**config.mk**
```make
export PLATFORM = sky130hd
export DESIGN_NAME = reg_bank_fwd
export DESIGN_NICKNAME = d
export VERILOG_FILES = /design/src/rtl/reg_bank_fwd_pkg.sv /design/src/rtl/reg_bank_fwd_fwd_resolve.sv /design/src/rtl/reg_bank_fwd.sv
export SDC_FILE = /design/constraint.sdc
export NUM_CORES = 1
export LEC_CHECK = 0
export BUFFER_PORTS_ARGS = -buffer_cell sky130_fd_sc_hd__buf_2
export CAP_MARGIN = 30
export CORE_UTILIZATION = 25
export DETAILED_ROUTE_END_ITERATION = 8
export PLACE_DENSITY = 0.45
export REMOVE_ABC_BUFFERS = 1
export SYNTH_ARGS = -nofsm -noshare
export SYNTH_HDL_FRONTEND = slang
export SYNTH_SLANG_ARGS = --single-unit
export TNS_END_PERCENT = 50
```
**constraint.sdc**
```tcl
create_clock -name clk -period 3.2 [get_ports clk]
set_input_delay 0.48 -clock clk [delete_from_list [all_inputs] [get_ports clk]]
set_output_delay 0.48 -clock clk [all_outputs]
set_load 0.005 [all_outputs]
```
**src/rtl/reg_bank_fwd_pkg.sv**
```systemverilog
// Shared types and default sizes for the forwarding register bank.
//   fwd_sel_t    : operand source code, also driven out on fwd_a / fwd_b
//   DEF_DATA_W   : default operand width
//   DEF_NUM_REGS : default number of architectural registers
package reg_bank_fwd_pkg;

   localparam int DEF_DATA_W   = 16;
   localparam int DEF_NUM_REGS = 32;

   typedef enum logic [1:0] {
      SRC_RF = 2'b00,
      SRC_EX = 2'b01,
      SRC_DM = 2'b10,
      SRC_WB = 2'b11
   } fwd_sel_t;

endpackage

```
**src/rtl/reg_bank_fwd_fwd_resolve.sv**
```systemverilog
// Forwarding source resolution for one read port by destination-tag compare.
//   rx                  : source register index of the port
//   rd_ex, rd_dm, rd_wb : destination tags of the in-flight results
//   vld_ex, vld_dm, vld_wb : tag valid flags
//   sel                 : chosen source; youngest matching producer wins
module fwd_resolve
   import reg_bank_fwd_pkg::*;
#(
   parameter int ADDR_W   = 5,
   parameter bit ZERO_REG = 1'b1
) (
   input  logic [ADDR_W-1:0] rx,
   input  logic [ADDR_W-1:0] rd_ex,
   input  logic [ADDR_W-1:0] rd_dm,
   input  logic [ADDR_W-1:0] rd_wb,
   input  logic              vld_ex,
   input  logic              vld_dm,
   input  logic              vld_wb,
   output fwd_sel_t          sel
);

   // The hardwired zero register must never pick up a forwarded value,
   // even if some stage claims it as a destination.
   always_comb begin
      sel = SRC_RF;
      if (ZERO_REG && (rx == '0))
         sel = SRC_RF;
      else if (vld_ex && (rd_ex == rx))
         sel = SRC_EX;
      else if (vld_dm && (rd_dm == rx))
         sel = SRC_DM;
      else if (vld_wb && (rd_wb == rx))
         sel = SRC_WB;
   end

endmodule

```
**src/rtl/reg_bank_fwd.sv**
```systemverilog
// Decode-stage register bank with operand forwarding; outputs form the
// ID/EX operand latch.
//   clk, rst_n          : clock, synchronous active-low reset
//   ra, rb              : source register indices
//   ans_ex/dm/wb        : stage results (ans_wb is also the write data)
//   rd_ex/dm/wb, vld_*  : destination tags and their valid flags
//   mux_sel_a/b         : external source select (AUTO_FWD=0 only)
//   imm, imm_sel        : immediate operand, overrides port B when set
//   hold                : stall; operand latch keeps its value
//   a, b, fwd_a, fwd_b  : registered operands and the source code chosen
module reg_bank_fwd
   import reg_bank_fwd_pkg::*;
#(
   parameter int DATA_W   = DEF_DATA_W,
   parameter int NUM_REGS = DEF_NUM_REGS,
   parameter int ADDR_W   = $clog2(NUM_REGS),
   parameter bit AUTO_FWD = 1'b1,
   parameter bit ZERO_REG = 1'b1
) (
   input  logic              clk,
   input  logic              rst_n,
   input  logic [ADDR_W-1:0] ra,
   input  logic [ADDR_W-1:0] rb,
   input  logic [DATA_W-1:0] ans_ex,
   input  logic [DATA_W-1:0] ans_dm,
   input  logic [DATA_W-1:0] ans_wb,
   input  logic [ADDR_W-1:0] rd_ex,
   input  logic [ADDR_W-1:0] rd_dm,
   input  logic [ADDR_W-1:0] rd_wb,
   input  logic              vld_ex,
   input  logic              vld_dm,
   input  logic              vld_wb,
   input  logic [1:0]        mux_sel_a,
   input  logic [1:0]        mux_sel_b,
   input  logic [DATA_W-1:0] imm,
   input  logic              imm_sel,
   input  logic              hold,
   output logic [DATA_W-1:0] a,
   output logic [DATA_W-1:0] b,
   output logic [1:0]        fwd_a,
   output logic [1:0]        fwd_b
);

   logic [DATA_W-1:0] regs [NUM_REGS];
   logic [DATA_W-1:0] rf_a, rf_b;
   logic [DATA_W-1:0] val_a, val_b;
   fwd_sel_t          sel_a, sel_b;
   logic              wr_en;

   // Depending on AUTO_FWD, either the tags or the external selects are
   // ignored; fold them here so the unused half does not dangle.
   logic unused_inputs;
   assign unused_inputs = ^{mux_sel_a, mux_sel_b, rd_ex, rd_dm, vld_ex, vld_dm};

   assign wr_en = vld_wb && !(ZERO_REG && (rd_wb == '0));

   always_ff @(posedge clk) begin
      if (!rst_n) begin
         for (int i = 0; i < NUM_REGS; i++)
            regs[i] <= '0;
      end else if (wr_en) begin
         regs[rd_wb] <= ans_wb;
      end
   end

   // Array read happens before the write lands, so a same-cycle read of
   // the written register sees the old value unless the WB bypass is chosen.
   assign rf_a = (ZERO_REG && (ra == '0)) ? '0 : regs[ra];
   assign rf_b = (ZERO_REG && (rb == '0)) ? '0 : regs[rb];

   if (AUTO_FWD) begin : g_auto
      fwd_resolve #(.ADDR_W(ADDR_W), .ZERO_REG(ZERO_REG)) u_res_a (
         .rx     (ra),
         .rd_ex  (rd_ex),
         .rd_dm  (rd_dm),
         .rd_wb  (rd_wb),
         .vld_ex (vld_ex),
         .vld_dm (vld_dm),
         .vld_wb (vld_wb),
         .sel    (sel_a)
      );
      fwd_resolve #(.ADDR_W(ADDR_W), .ZERO_REG(ZERO_REG)) u_res_b (
         .rx     (rb),
         .rd_ex  (rd_ex),
         .rd_dm  (rd_dm),
         .rd_wb  (rd_wb),
         .vld_ex (vld_ex),
         .vld_dm (vld_dm),
         .vld_wb (vld_wb),
         .sel    (sel_b)
      );
   end else begin : g_manual
      assign sel_a = fwd_sel_t'(mux_sel_a);
      assign sel_b = fwd_sel_t'(mux_sel_b);
   end

   always_comb begin
      val_a = rf_a;
      case (sel_a)
         SRC_EX:  val_a = ans_ex;
         SRC_DM:  val_a = ans_dm;
         SRC_WB:  val_a = ans_wb;
         default: val_a = rf_a;
      endcase
   end

   always_comb begin
      val_b = rf_b;
      case (sel_b)
         SRC_EX:  val_b = ans_ex;
         SRC_DM:  val_b = ans_dm;
         SRC_WB:  val_b = ans_wb;
         default: val_b = rf_b;
      endcase
   end

   always_ff @(posedge clk) begin
      if (!rst_n) begin
         a     <= '0;
         b     <= '0;
         fwd_a <= SRC_RF;
         fwd_b <= SRC_RF;
      end else if (!hold) begin
         a     <= val_a;
         fwd_a <= sel_a;
         if (imm_sel) begin
            b     <= imm;
            fwd_b <= SRC_RF;
         end else begin
            b     <= val_b;
            fwd_b <= sel_b;
         end
      end
   end

endmodule

```
==> summary.txt, run 1 <==
Flow run
  • Max-cap check violation count: 0

Detailed routing
  • Post-Route WL: 120 mm
  • Vias: 20.2k
  • WL/cell: 31.4 µm
  • Routed Antenna Nets: 0
  • Drt first pass iters: 5
  • Drt initial violations: 2362
  • DRC violation count after routing: 0
  • Post-DR vias/cell: 5.30

Synth
  • Area leader, netlist: edfxtp_1
  • FFs w/ async S/R, synth: 0
  • Sequential area share after synthesis: 0.543
  • Compound-Gate Fraction of Synth Area: 0.0666
  • Post-synthesis xor/xnor area fraction: 0.00887
  • Top cells by area, synth: edfxtp_1, mux4_2, and2_1
  • Synthesized flop and latch total: 548
  • Netlist cell types: 52
  • Most common cell in the netlist: edfxtp_1
  • Mean post-synth cell area: 14.4 µm²
  • Syn Inst Count: 2065
  • Synth Area in Adders: 0
  • Mux cell area share after synthesis: 0.206
  • Commonest cells post-synth: edfxtp_1, and2_1, mux4_2
  • Cell Area, Synth: 29600 µm²
  • Synth top area share: 0.519
  • Synth warn: 0
  • Most used flip-flop cell after synthesis: edfxtp_1
  • Post-Synth Simple-Gate Area: 0.141
  • Largest family of logic cells by synthesized area: multiplexers
  • EDFF count, synth: 512

STA
  • Setup ws final: 936 ps
  • Fin crit share: 0.707
  • Crit path time final: 2260 ps
  • Max_slew headroom: 0.435
  • Final-report setup violation count: 0
  • Tightest Pin Transition: 848 ps
  • RSZ-0062 raised after global routing: no
  • Final hold slack: 178 ps
  • Fmax: 442 MHz
  • Final Hold Fails: 0
  • Final Max Tran Viols: 0
  • Clock Skew: 27.6 ps

Clocking
  • Hold_buf cts: 0
  • Clock-pin transition on the worst setup and hold timing paths: 60 ps
  • Postcts setup bufs: 0
  • TritonCTS clock tree: yes
  • Clock latency on the worst-skew pair: 630 ps
  • # H-tree levels: 3
  • Num Clock Sinks: 548
  • TritonCTS buffer count: 67
  • Root Buffer: clkbuf_16
  • Max clock buf depth: 3
  • Post-cts resize count: 0

Layout
  • Fin cells: 3808
  • Post-route cell area: 34800 µm²
  • Filler cells: 11.6k
  • Synth-to-layout area growth: 17.5%
  • Fin nets: 2331
  • Share of layout cells above drive strength 1: 0.298

Setup path
  • Worst Path Required: 3740 ps
  • R2R cell count: 5
  • Worst Setup Path Type: primary input to flip-flop
  • CP max FO: 13
  • Critical path data arrival time: 2810 ps
  • Startpoint types: primary input
  • CP endpoint kind: flip-flop

Place
  • Dpl hpwl: 83.0 mm
  • # port buffers: 131
  • Placed inst area: 32700 µm²
  • DP Worst Slack: 227 ps
  • Cell Count Post-Placement: 3685
  • GPL Wtd Cong: 0.907

Floorplanning
  • Die area: 120000 µm²
  • Top Ports: 136
  • Die H: 346 µm
  • Site Rows: 125
  • Initial core utilization: 0.254
  • Die W: 346 µm
  • Core ar.: 117000 µm²

Global routing
  • Largest net degree at the start of global routing: 48
  • Initial antenna violation count: 30
  • All-Layer GR Usage: 0.196
  • Vias in the first global route: 20.3k
  • Global route overflow: 0
  • First-pass GRT wire length: 163 mm

Power and ir drop
  • Peak supply drop: 0.000332 V
  • Leak Pwr: 11.9 nW
  • Pwr Total: 18.2 mW
  • Pwr Density: 523 nW/µm²

Hold path
  • HP Class: primary input to flip-flop
  • WHS Path Cells: 3

Outcome
  • Status: complete, no violations
## cells in the final DEF, fill, tap and decap left out, types with 17 or more instances in the layout
| cell type | count |
|---|---|
| nor2_1 | 90 |
| a22oi_1 | 33 |
| o211ai_1 | 20 |
| buf_4 | 149 |
| buf_2 | 126 |
| edfxtp_1 | 512 |
| and2_1 | 498 |
| nand3_1 | 37 |
| dfxtp_1 | 36 |
| clkbuf_16 | 69 |
| a31oi_1 | 17 |
| o22ai_1 | 62 |
| a21oi_1 | 33 |
| o21ai_2 | 17 |
| mux2i_1 | 29 |
| xnor2_1 | 22 |
| nand2_1 | 22 |
| mux4_2 | 257 |
| clkinv_1 | 17 |
## cell type report
| class | count | area, µm² | area share |
|---|---|---|---|
| tap | 1524 | 1910 | 0.0548 |
| antenna | 6 | 15.0 | 0.000431 |
| multi-input combinational | 1317 | 12600 | 0.363 |
| sequential | 548 | 16100 | 0.462 |
| timing repair buffer | 295 | 2100 | 0.0603 |
| clock buffer | 85 | 1800 | 0.0516 |
| clock inverter | 31 | 249 | 0.00715 |
| inverter | 2 | 7.51 | 0.000216 |
## path summary, 6_finish.rpt
check        slack, ps       end   startpoint
min                180     a[10]   ans_dm[10]
min reg2reg        460  fwd_b[1]     fwd_b[1]
max reg2reg       1220      a[5]  regs[13][5]
max                940      b[4]        rb[1]
## per-stage QoR
step                TNS, ps   util
global placement      -72.6  0.280
detailed placement        0  0.280
finish                    0  0.298
CTS                       0  0.298
global route              0  0.298
floorplan                 0      -
## layer usage
| layer | part of all wire | vias up | GRT usage |
|---|---|---|---|
| met1 | 0.42 | 10600 | 0.264 |
| met3 | 0.088 | 206 | 0.0451 |
| met4 | 0.031 | 42 | 0.0632 |
| li1 | - | 8354 | - |
| met5 | 0.0022 | - | 0 |
| met2 | 0.46 | 980 | 0.310 |
## cell families after synthesis
logic type,after synthesis
simple gates,707
flops,548
mux,288
compound gates,276
buf+inv,215
xor+xnor,30
other cells,1
## report_power, final
part	total, mW	internal (mW)	leakage [nW]	switching (mW)
Clock	7.38	4.28	0.998	3.11
Sequential	8.48	8.24	5.17	0.237
Combinational	2.36	0.964	5.72	1.40
Total	18.2	13.5	11.9	4.74
## worst max-delay path, stage by stage
cell,delay (ps)
buf_4,320
xnor2_1,170
nand4_1,220
a311oi_4,710
buf_4,350
a221o_1,190
o211ai_1,100
a31oi_1,210
## state kept, by name, indices dropped and copies added (netlist names)
name	cells
b	16
a	16
regs	512
fwd_b	2
fwd_a	2
Power figures use the tool's default switching activity.
==> inputs of run 2 (changes only) <==
--- a/config.mk
+++ b/config.mk
@@ -9,7 +9,7 @@
 export CAP_MARGIN = 30
 export CORE_UTILIZATION = 25
 export DETAILED_ROUTE_END_ITERATION = 8
-export PLACE_DENSITY = 0.45
+export PLACE_DENSITY = 0.47
 export REMOVE_ABC_BUFFERS = 1
 export SYNTH_ARGS = -nofsm -noshare
 export SYNTH_HDL_FRONTEND = slang
==> constraint.sdc (replaced) <==
create_clock -name clk -period 1.9 [get_ports clk]
set_input_delay 0.285 -clock clk [delete_from_list [all_inputs] [get_ports clk]]
set_output_delay 0.285 -clock clk [all_outputs]
set_load 0.005 [all_outputs]
==> run 2 against run 1 <==
  * The flow now finishes with violations (setup timing)
  * Critical endpoint is now a[6]
  * Wire length up 8.9%
  * Power up 70%
  * Worst hold slack worse by 150 ps
  * First-iteration DRC count up 11%
  * Worst setup slack worse by 960 ps
  * Sequential power up 69%
  * Sequential share of layout area down 3.9 points
  * Clock-buffer cell count down 10
  * Global-route usage up 1.8 points
  * Highest routed layer unchanged
  * Cell count up 6.2%
  * Final area up 9.1%
==> summary.txt, run 2 (synthesized netlist as in run 1, its figures left out) <==
Detailed routing
  • Drt initial violations: 2611 (was 2362)
  • WL/cell: 32.2 µm (was 31.4 µm)
  • Vias: 21.6k (was 20.2k)
  • Post-DR vias/cell: 5.34 (was 5.30)
  • Routed Antenna Nets: 0 (unchanged)
  • Drt first pass iters: 5 (unchanged)
  • DRC violation count after routing: 0 (unchanged)
  • Post-Route WL: 130 mm (was 120 mm)

Setup path
  • Worst Path Required: 2430 ps (was 3740 ps)
  • Critical path data arrival time: 2450 ps (was 2810 ps)
  • CP endpoint kind: flip-flop (unchanged)
  • R2R Path End: a[6] (was a[5])
  • Setup crit start: regs[14][6] (was rb[1])
  • Reg-to-reg startpoint: regs[14][6] (was regs[13][5])
  • CP max FO: 2 (was 13)
  • Startpoint types: flip-flop (was primary input)
  • R2R cell count: 6 (was 5)
  • R2r setup slk: -20 ps (was 1220 ps)
  • Worst Setup Path Type: flip-flop to flip-flop (was primary input to flip-flop)

Power and ir drop
  • Leak Pwr: 13.5 nW (was 11.9 nW)
  • Pwr Density: 818 nW/µm² (was 523 nW/µm²)
  • Peak supply drop: 0.000655 V (was 0.000332 V)
  • Pwr Total: 31.0 mW (was 18.2 mW)

Floorplanning
  • Initial core utilization: 0.254 (unchanged)
  • Die W: 346 µm (unchanged)
  • Top Ports: 136 (unchanged)
  • Die H: 346 µm (unchanged)
  • Die area: 120000 µm² (unchanged)
  • Core ar.: 117000 µm² (unchanged)
  • Site Rows: 125 (unchanged)

Outcome
  • Status: finished, violations left (was complete, no violations)
  • Failing checks: setup timing

Place
  • Placed inst area: 35700 µm² (was 32700 µm²)
  • DP Worst Slack: -785 ps (was 227 ps)
  • # port buffers: 131 (unchanged)
  • Cell Count Post-Placement: 3906 (was 3685)
  • GPL Wtd Cong: 0.904 (was 0.907)
  • Dpl hpwl: 95.6 mm (was 83.0 mm)

Layout
  • Commonest non-fill, non-tap cell in the layout: edfxtp_1 (unchanged)
  • Largest Register: regs (unchanged)
  • Largest register FFs: 512 (unchanged)
  • Area occupied by multi-input gates: 12800 µm² (was 12600 µm²)
  • Fin nets: 2565 (was 2331)
  • Post-route cell area: 38000 µm² (was 34800 µm²)
  • Most frequent cells in the layout: edfxtp_1, and2_1, buf_4, mux4_2, buf_2 (was edfxtp_1, and2_1, mux4_2, buf_4, buf_2)
  • Synth-to-layout area growth: 28.1% (was 17.5%)
  • Biggest regs: regs x512, a x16, b x16 (unchanged)
  • Filler cells: 11.4k (was 11.6k)
  • Fin cells: 4044 (was 3808)
  • Sequential standard cell area: 16100 µm² (unchanged)
  • Share of layout cells above drive strength 1: 0.368 (was 0.298)
  • Fin util: 0.325 (was 0.298)

STA
  • Clock Skew: 17.9 ps (was 27.6 ps)
  • Setup ws final: -19.1 ps (was 936 ps)
  • Final-report setup violation count: 2 (was 0)
  • Fin crit share: 1.01
  • TNS Setup: -30.9 ps (was 0 ps)
  • Fmax: 521 MHz
  • Tightest Pin Transition: 758 ps (was 848 ps)
  • Final Max Tran Viols: 0 (unchanged)
  • Final Hold Fails: 0 (unchanged)
  • RSZ-0062 raised after global routing: yes (was no)
  • Crit path time final: 1920 ps
  • Final hold slack: 27.1 ps (was 178 ps)
  • Max_slew headroom: 0.494 (was 0.435)

Hold path
  • WHS Path Cells: 3 (unchanged)
  • Hold path endpoint: b[9] (was a[10])
  • HP Start: imm[9] (was ans_dm[10])
  • HP Class: primary input to flip-flop (unchanged)

Flow run
  • Max-cap check violation count: 0 (unchanged)

Global routing
  • Largest net degree at the start of global routing: 33 (was 48)
  • All-Layer GR Usage: 0.214 (was 0.196)
  • Initial antenna violation count: 14 (was 30)
  • Global route overflow: 0 (unchanged)
  • Vias in the first global route: 21.7k (was 20.3k)
  • First-pass GRT wire length: 178 mm (was 163 mm)

Clocking
  • Root Buffer: clkbuf_16 (unchanged)
  • TritonCTS buffer count: 61 (was 67)
  • Num Clock Sinks: 548 (unchanged)
  • TritonCTS clock tree: yes (unchanged)
  • Clock-pin transition on the worst setup and hold timing paths: 60 ps (about the same)
  • Clock latency on the worst-skew pair: 650 ps (was 630 ps)
  • # H-tree levels: 2 (was 3)
  • Max clock buf depth: 3 (unchanged)
run 2: cell count changes in the layout (fill, tap and decap cells not counted), moves of 6 or more:
cell           previous run  this run
a22oi_1                  33        27
clkbuf_16                69        61
nand3_1                  37        30
dlygate4sd3_1             0        20
buf_12                   14       115
nand3_2                   0         6
buf_4                   149       270
a22oi_2                   0         6
run 2: per-layer routing:
metal / part of all wire / vias to the layer above / GRT usage
li1: - / 8826 / -
met1: 0.43 / 11400 / 0.294
met2: 0.43 / 1170 / 0.321
met3: 0.088 / 216 / 0.0519
met4: 0.048 / 10 / 0.0898
met5: 0.00064 / - / 0
run 2: power by group:
group	internal (mW)	switching, mW	total (mW)	leakage [nW]
logic	2.14	2.70	4.84	7.33
clock network	6.77	5.12	11.9	0.959
registers	13.9	0.438	14.3	5.17
total	22.8	8.25	31.0	13.5
run 2: worst max path at each step:
| stage | to | slack [ps] | cells after the start |
|---|---|---|---|
| finish | a[6] | -20 | 6 |
| global route | b[15] | -110 | 4 |
| CTS | a[6] | -30 | 6 |
| detailed placement | b[3] | -790 | 7 |
| global placement | b[3] | -810 | 7 |
| floorplan | regs[7][0] | -550 | 2 |
run 2: critical path: stages, from the launching register on:
cell and delay [ps]:
edfxtp_1 390, buf_4 140, mux4_2 530, a22oi_2 220, nand3_2 170, a32oi_2 240
o31ai_2 100
run 2: timing repair:
action | CTS | global route
pin swaps | 3 | 8
setup buffers | 0 | 1
gates resized for setup | 5 | 17
endpoints found under the setup margin | 5 | 13
endpoints found under the hold margin | 22 | 0
hold buffers | 20 | 0
run 2: cell type report:
class | count | area share
multi-input combinational | 1317 | 0.337
clock inverter | 40 | 0.00959
sequential | 548 | 0.424
timing repair buffer | 535 | 0.137
antenna | 3 | 0.000198
clock buffer | 75 | 0.0421
tap | 1524 | 0.0502
inverter | 2 | 0.000198
